### config.mk
export PLATFORM = sky130hd
export DESIGN_NAME = gf180mcu_fd_sc_mcu7t5v0__and4_dfilt_1
export DESIGN_NICKNAME = d
export VERILOG_FILES = /design/src/rtl/gf180mcu_fd_sc_mcu7t5v0__and4_dfilt_1.sv
export SDC_FILE = /design/constraint.sdc
export NUM_CORES = 1
export LEC_CHECK = 0
export BUFFER_PORTS_ARGS = -buffer_cell sky130_fd_sc_hd__buf_2
export CAP_MARGIN = 30
export CELL_PAD_IN_SITES_DETAIL_PLACEMENT = 1
export CELL_PAD_IN_SITES_GLOBAL_PLACEMENT = 1
export CORE_MARGIN = 4
export CORE_UTILIZATION = 35
export DETAILED_ROUTE_END_ITERATION = 7
export GPL_ROUTABILITY_DRIVEN = 0
export GPL_TIMING_DRIVEN = 0
export HOLD_SLACK_MARGIN = 0.1
export PLACE_DENSITY_LB_ADDON = 0.1
export SYNTH_ARGS = -nofsm -noshare
export SYNTH_HDL_FRONTEND = slang
export SYNTH_SLANG_ARGS = --single-unit
export TNS_END_PERCENT = 30
### constraint.sdc
create_clock -name CLK -period 1.7 [get_ports CLK]
set_input_delay 0.255 -clock CLK [delete_from_list [all_inputs] [get_ports CLK]]
set_output_delay 0.255 -clock CLK [all_outputs]
set_load 0.01 [all_outputs]
### src/rtl/gf180mcu_fd_sc_mcu7t5v0__and4_dfilt_1.sv
// Registered, run-length glitch filter on a 4-input AND; Q changes after DEPTH agreeing enabled samples.
// Optional symmetric fall filter: define GF180MCU_FD_SC_MCU7T5V0__AND4_DFILT_FALL_EN.
module gf180mcu_fd_sc_mcu7t5v0__and4_dfilt_1 #(
    parameter int unsigned DEPTH = 3,
    parameter int unsigned CW    = 4
) (
    input  logic CLK,
    input  logic R,
    input  logic A1,
    input  logic A2,
    input  logic A3,
    input  logic A4,
    input  logic E,
    output logic Q,
    output logic QP
);

    typedef enum logic [1:0] {
        LOW  = 2'd0,
        RISE = 2'd1,
        HIGH = 2'd2,
        FALL = 2'd3
    } state_t;

    localparam logic [CW-1:0] DEPTH_W = CW'(DEPTH);

    state_t        st;
    logic [CW-1:0] cnt;
    logic [CW-1:0] cnt_inc;
    logic          z;

    assign z       = A1 & A2 & A3 & A4;
    assign cnt_inc = cnt + CW'(1);

    // State, run counter and both outputs update together on each enabled edge.
    always_ff @(posedge CLK or posedge R) begin
        if (R) begin
            st  <= LOW;
            cnt <= '0;
            Q   <= 1'b0;
            QP  <= 1'b0;
        end else if (!E) begin
            QP <= 1'b0;
        end else begin
            QP <= 1'b0;
            case (st)
                LOW: begin
                    if (z) begin
                        if (DEPTH == 1) begin
                            st  <= HIGH;
                            cnt <= '0;
                            Q   <= 1'b1;
                            QP  <= 1'b1;
                        end else begin
                            st  <= RISE;
                            cnt <= CW'(1);
                        end
                    end else begin
                        cnt <= '0;
                        Q   <= 1'b0;
                    end
                end
                RISE: begin
                    if (!z) begin
                        st  <= LOW;
                        cnt <= '0;
                    end else if (cnt_inc == DEPTH_W) begin
                        st  <= HIGH;
                        cnt <= '0;
                        Q   <= 1'b1;
                        QP  <= 1'b1;
                    end else begin
                        cnt <= cnt_inc;
                    end
                end
                HIGH: begin
                    if (z) begin
                        cnt <= '0;
                        Q   <= 1'b1;
`ifdef GF180MCU_FD_SC_MCU7T5V0__AND4_DFILT_FALL_EN
                    end else if (DEPTH != 1) begin
                        st  <= FALL;
                        cnt <= CW'(1);
`endif
                    end else begin
                        st  <= LOW;
                        cnt <= '0;
                        Q   <= 1'b0;
                    end
                end
`ifdef GF180MCU_FD_SC_MCU7T5V0__AND4_DFILT_FALL_EN
                FALL: begin
                    if (z) begin
                        st  <= HIGH;
                        cnt <= '0;
                    end else if (cnt_inc == DEPTH_W) begin
                        st  <= LOW;
                        cnt <= '0;
                        Q   <= 1'b0;
                    end else begin
                        cnt <= cnt_inc;
                    end
                end
`endif
                // Illegal (or, without the fall filter, unreachable FALL) encodings recover to LOW.
                default: begin
                    st  <= LOW;
                    cnt <= '0;
                    Q   <= 1'b0;
                end
            endcase
        end
    end

endmodule

==> impl_results.md <==
* Critical-path cell list: ha_4, and2_4, a21oi_2, o32a_4, a21oi_4, mux2_4
* Synth Instances at 60
* NetSw at 0.000192 W
* Core box area at 0.00137 sq mm
* Initial antenna violation count at 0
* Fin crit share at 102%
* Initial DRT Pass Iterations at 4
* Sinks on Clock Net at 8
* Max-cap viol count at 0
* Placed Instances at 83
* Number of setup violations in the final report at 2
* Min-Delay Path Class: input pin to flop
* Flop pwr share at 38.5%
* I/O Buffers at 8
* Largest family of logic cells by synthesized area: simple AND/OR/NAND/NOR gates
* Slew margin rel. at 73.0%
* TritonCTS clock tree: yes
* Total CTS buffers at 3
* DR iter-0 viols at 11
* Clk_skew at 0.0128 ns
* Leakage at 0.314 nW
* Slowest cell delay on critical path at 0.43 ns
* Largest delay share family, worst path: compound AO/OA/AOI/OAI gates
* Starting Density at 39.4%
* Row cnt at 13
* # IOs at 9
* Global-route wire length before repair at 2.23 mm
* Critical path type: flop to flop
* Achievable frequency at 579 MHz
* Die H at 47.2 um
* Status: complete, but fails checks
* Total gr overflow at 0
* Failing checks: setup timing
* Root buf cell: clkbuf_4
* Post-Synth Adder-Cell Area at 11.6%
* Share of layout cells above drive strength 1 at a little under two fifths
* Slowest stage cell, crit path: dfrtp_1
* Layout Cells excl Fill at 91
* Sequential share of the synthesized area at 37.2%
* Final hold slack at 0.447 ns
* Setup ws final at -0.0270 ns
* DRT antenna net count at 0
* Die width at 47.2 um
* Vias in the first global route at 469
* Clock transition at the registers of the reported paths at 0.06 ns
* Area after DPL at 597 sq um
* Simple-Gate Fraction of Synth Area at 23.5%
* DRT Wirelength at 1.53 mm
* WP data arrival at 1.88 ns
* Worst Path Buf+Inv at 0
* WP data required at 1.85 ns
* Total GRT Usage at 15.0%
* Synth Area per Inst at 8.97 sq um
* Drt via density at between 5 and 6
* Die ar. at 0.00223 sq mm
* Final hold violation count at 0
* Largest net degree at the start of global routing at 11
* Compound-gate portion of the synthesized area at 17.9%
* Yosys cell types at 24
* Post-route cell area at 714 sq um
* Clock power frac at 26.7%
* Peak VDD IR at ~0.00045 V
* Sw Ratio at 33.8%
* P_int at roughly 0.00038 W
* # nets final at 90
* Final Max Slew Viols at 0
* DR vias at 503
* Worst-path fanout max at 4
* Wire per inst at 16.8 um
* Worst-skew pair later-pin latency at between 0.2 and 0.3 ns
* Dpl hpwl at 875 um
* P per Cell Area at about 800 mW/mm^2
* Total power after layout at 0.000569 W
* Area grow syn2layout at 32.8%
* Combinational share of power at between 30% and 40%
* Mux share of post-synthesis cell area at 3.95%
* Core Util, Final at between 50% and 60%
* Setup crit start kind: flop
* Synth warnings at 0
* Slew at the pin closest to its max-slew limit at between 0.4 and 0.5 ns
* Max clock buf depth at 2
* Ant diodes at 0
* H-Tree Depth at 1
* Post-Syn Area at 538 sq um
* RSZ-0062 raised after global routing: yes
* #FFs+latches synth at 8
* CP Capture Type: flop
* Net count after synthesis at 72
* Residual DRC at 0
* Xor/xnor cell area share of the yosys netlist at 0%
* Tmin final at 1.73 ns
-- area by class of cell --
type,instances,area (sq um)
buffer,2,8.76
clock buffer,3,22.5
fill,168,652
inverter,6,22.5
multi-input combinational,44,353
sequential,8,201
tap,15,18.8
timing repair buffer,13,87.6
-- state kept, by name, summed over array words and instances, names as in the netlist --
| signal | count |
|---|---|
| Q | 1 |
| st | 2 |
| QP | 1 |
| cnt | 4 |
-- worst register-to-register path, stage by stage (launching register included) --
cell,delay (ns)
dfrtp_1,0.43
ha_4,0.19
and2_4,0.15
a21oi_2,0.05
o32a_4,0.35
a21oi_4,0.15
mux2_4,0.31
-- power by group through the flow --
stage	clock network [W]	registers [W]	logic [W]
after floorplan	0	0.000216	0.000118
after global placement	0	0.000218	0.000154
after detailed placement	0	0.000220	0.000155
after CTS	0.000157	0.000218	0.000175
after global routing	0.000163	0.000221	0.000219
final	0.000152	0.000219	0.000198
-- synth_stat cells, drive strengths merged --
master | number | share of area [%]
nand2 | 10 | 7.0
dfrtp | 8 | 37
inv | 6 | 4.2
nand3 | 6 | 5.6
ha | 5 | 12
nor2 | 3 | 2.1
o21ai | 3 | 2.8
a21oi | 2 | 2.6
and2 | 2 | 2.3
nand4b | 2 | 3.3
a31oi | 1 | 1.2
and3b | 1 | 1.6
and4 | 1 | 1.6
buf | 1 | 0.93
clkbuf | 1 | 0.70
mux2 | 1 | 2.1
mux2i | 1 | 1.9
o211ai | 1 | 1.4
o221ai | 1 | 1.6
o22a | 1 | 1.6
o22ai | 1 | 1.2
o31ai | 1 | 1.4
o32a | 1 | 4.2
-- worst paths after layout --
path	start	cells past startpoint	endpoint	slack, ns
max	cnt[1]	6	st[0]	-0.03
max in group asynchronous	R	3	cnt[0]	0.94
max reg2reg	cnt[1]	6	st[0]	-0.03
min reg2reg	st[1]	1	st[1]	0.53
min	E	3	st[1]	0.45
min in group asynchronous	R	3	st[0]	0.50
-- metal layers --
metal / part of all wire [%] / global-route usage (%)
met2: 53 / 22.8
met1: 43 / 20.2
met4: 1.3 / 4.97
met3: 3.1 / 4.60
met5: 0 / 0
-- cells by family (layout without fill, tap and decap cells) --
| group | count (synthesis) | in the layout |
|---|---|---|
| and+or+nand+nor | 25 | 25 |
| AOI/OAI and AO/OA | 12 | 12 |
| DFF | 8 | 8 |
| buffers and inverters | 8 | 24 |
| adders and majority gates | 5 | 5 |
| muxes | 2 | 2 |
-- layout by cell type, fill, tap and decap left out --
cell,netlist,final
mux2_4,0,1
clkbuf_1,1,1
a21oi_4,0,1
o211ai_1,1,1
and2_2,0,1
nand2_1,10,10
nor2_1,3,2
a21oi_2,1,1
ha_4,0,1
o221ai_2,0,1
inv_1,6,5
o21ai_0,3,3
and3b_1,1,1
buf_2,1,9
inv_2,0,1
and4_1,1,1
a31oi_2,0,1
and2_4,0,1
dfrtp_2,0,1
ha_1,5,4
dlygate4sd3_1,0,1
buf_6,0,2
o22a_1,1,1
nand4b_1,2,2
nor2_2,0,1
o22ai_1,1,1
buf_4,0,2
clkbuf_4,0,3
dfrtp_1,8,7
o32a_4,1,1
nand3_1,6,6
o31ai_1,1,1
mux2i_1,1,1
-- what timing repair did --
item	in CTS	in global routing
setup buffers	4	0
resized for setup	6	8
gates cloned	0	0
pin swaps	4	3
endpoints found under the setup margin	1	5
hold endpoints to repair	8	0
hold buffers	1	0
-- metrics by stage --
step	TNS, ns	worst slack (ns)
floorplan	0	0.00256
global placement	-0.110	-0.110
detailed placement	-0.131	-0.131
CTS	-0.0434	-0.0285
global route	-0.168	-0.0606
finish	-0.0329	-0.0270
Power figures use the tool's default switching activity.
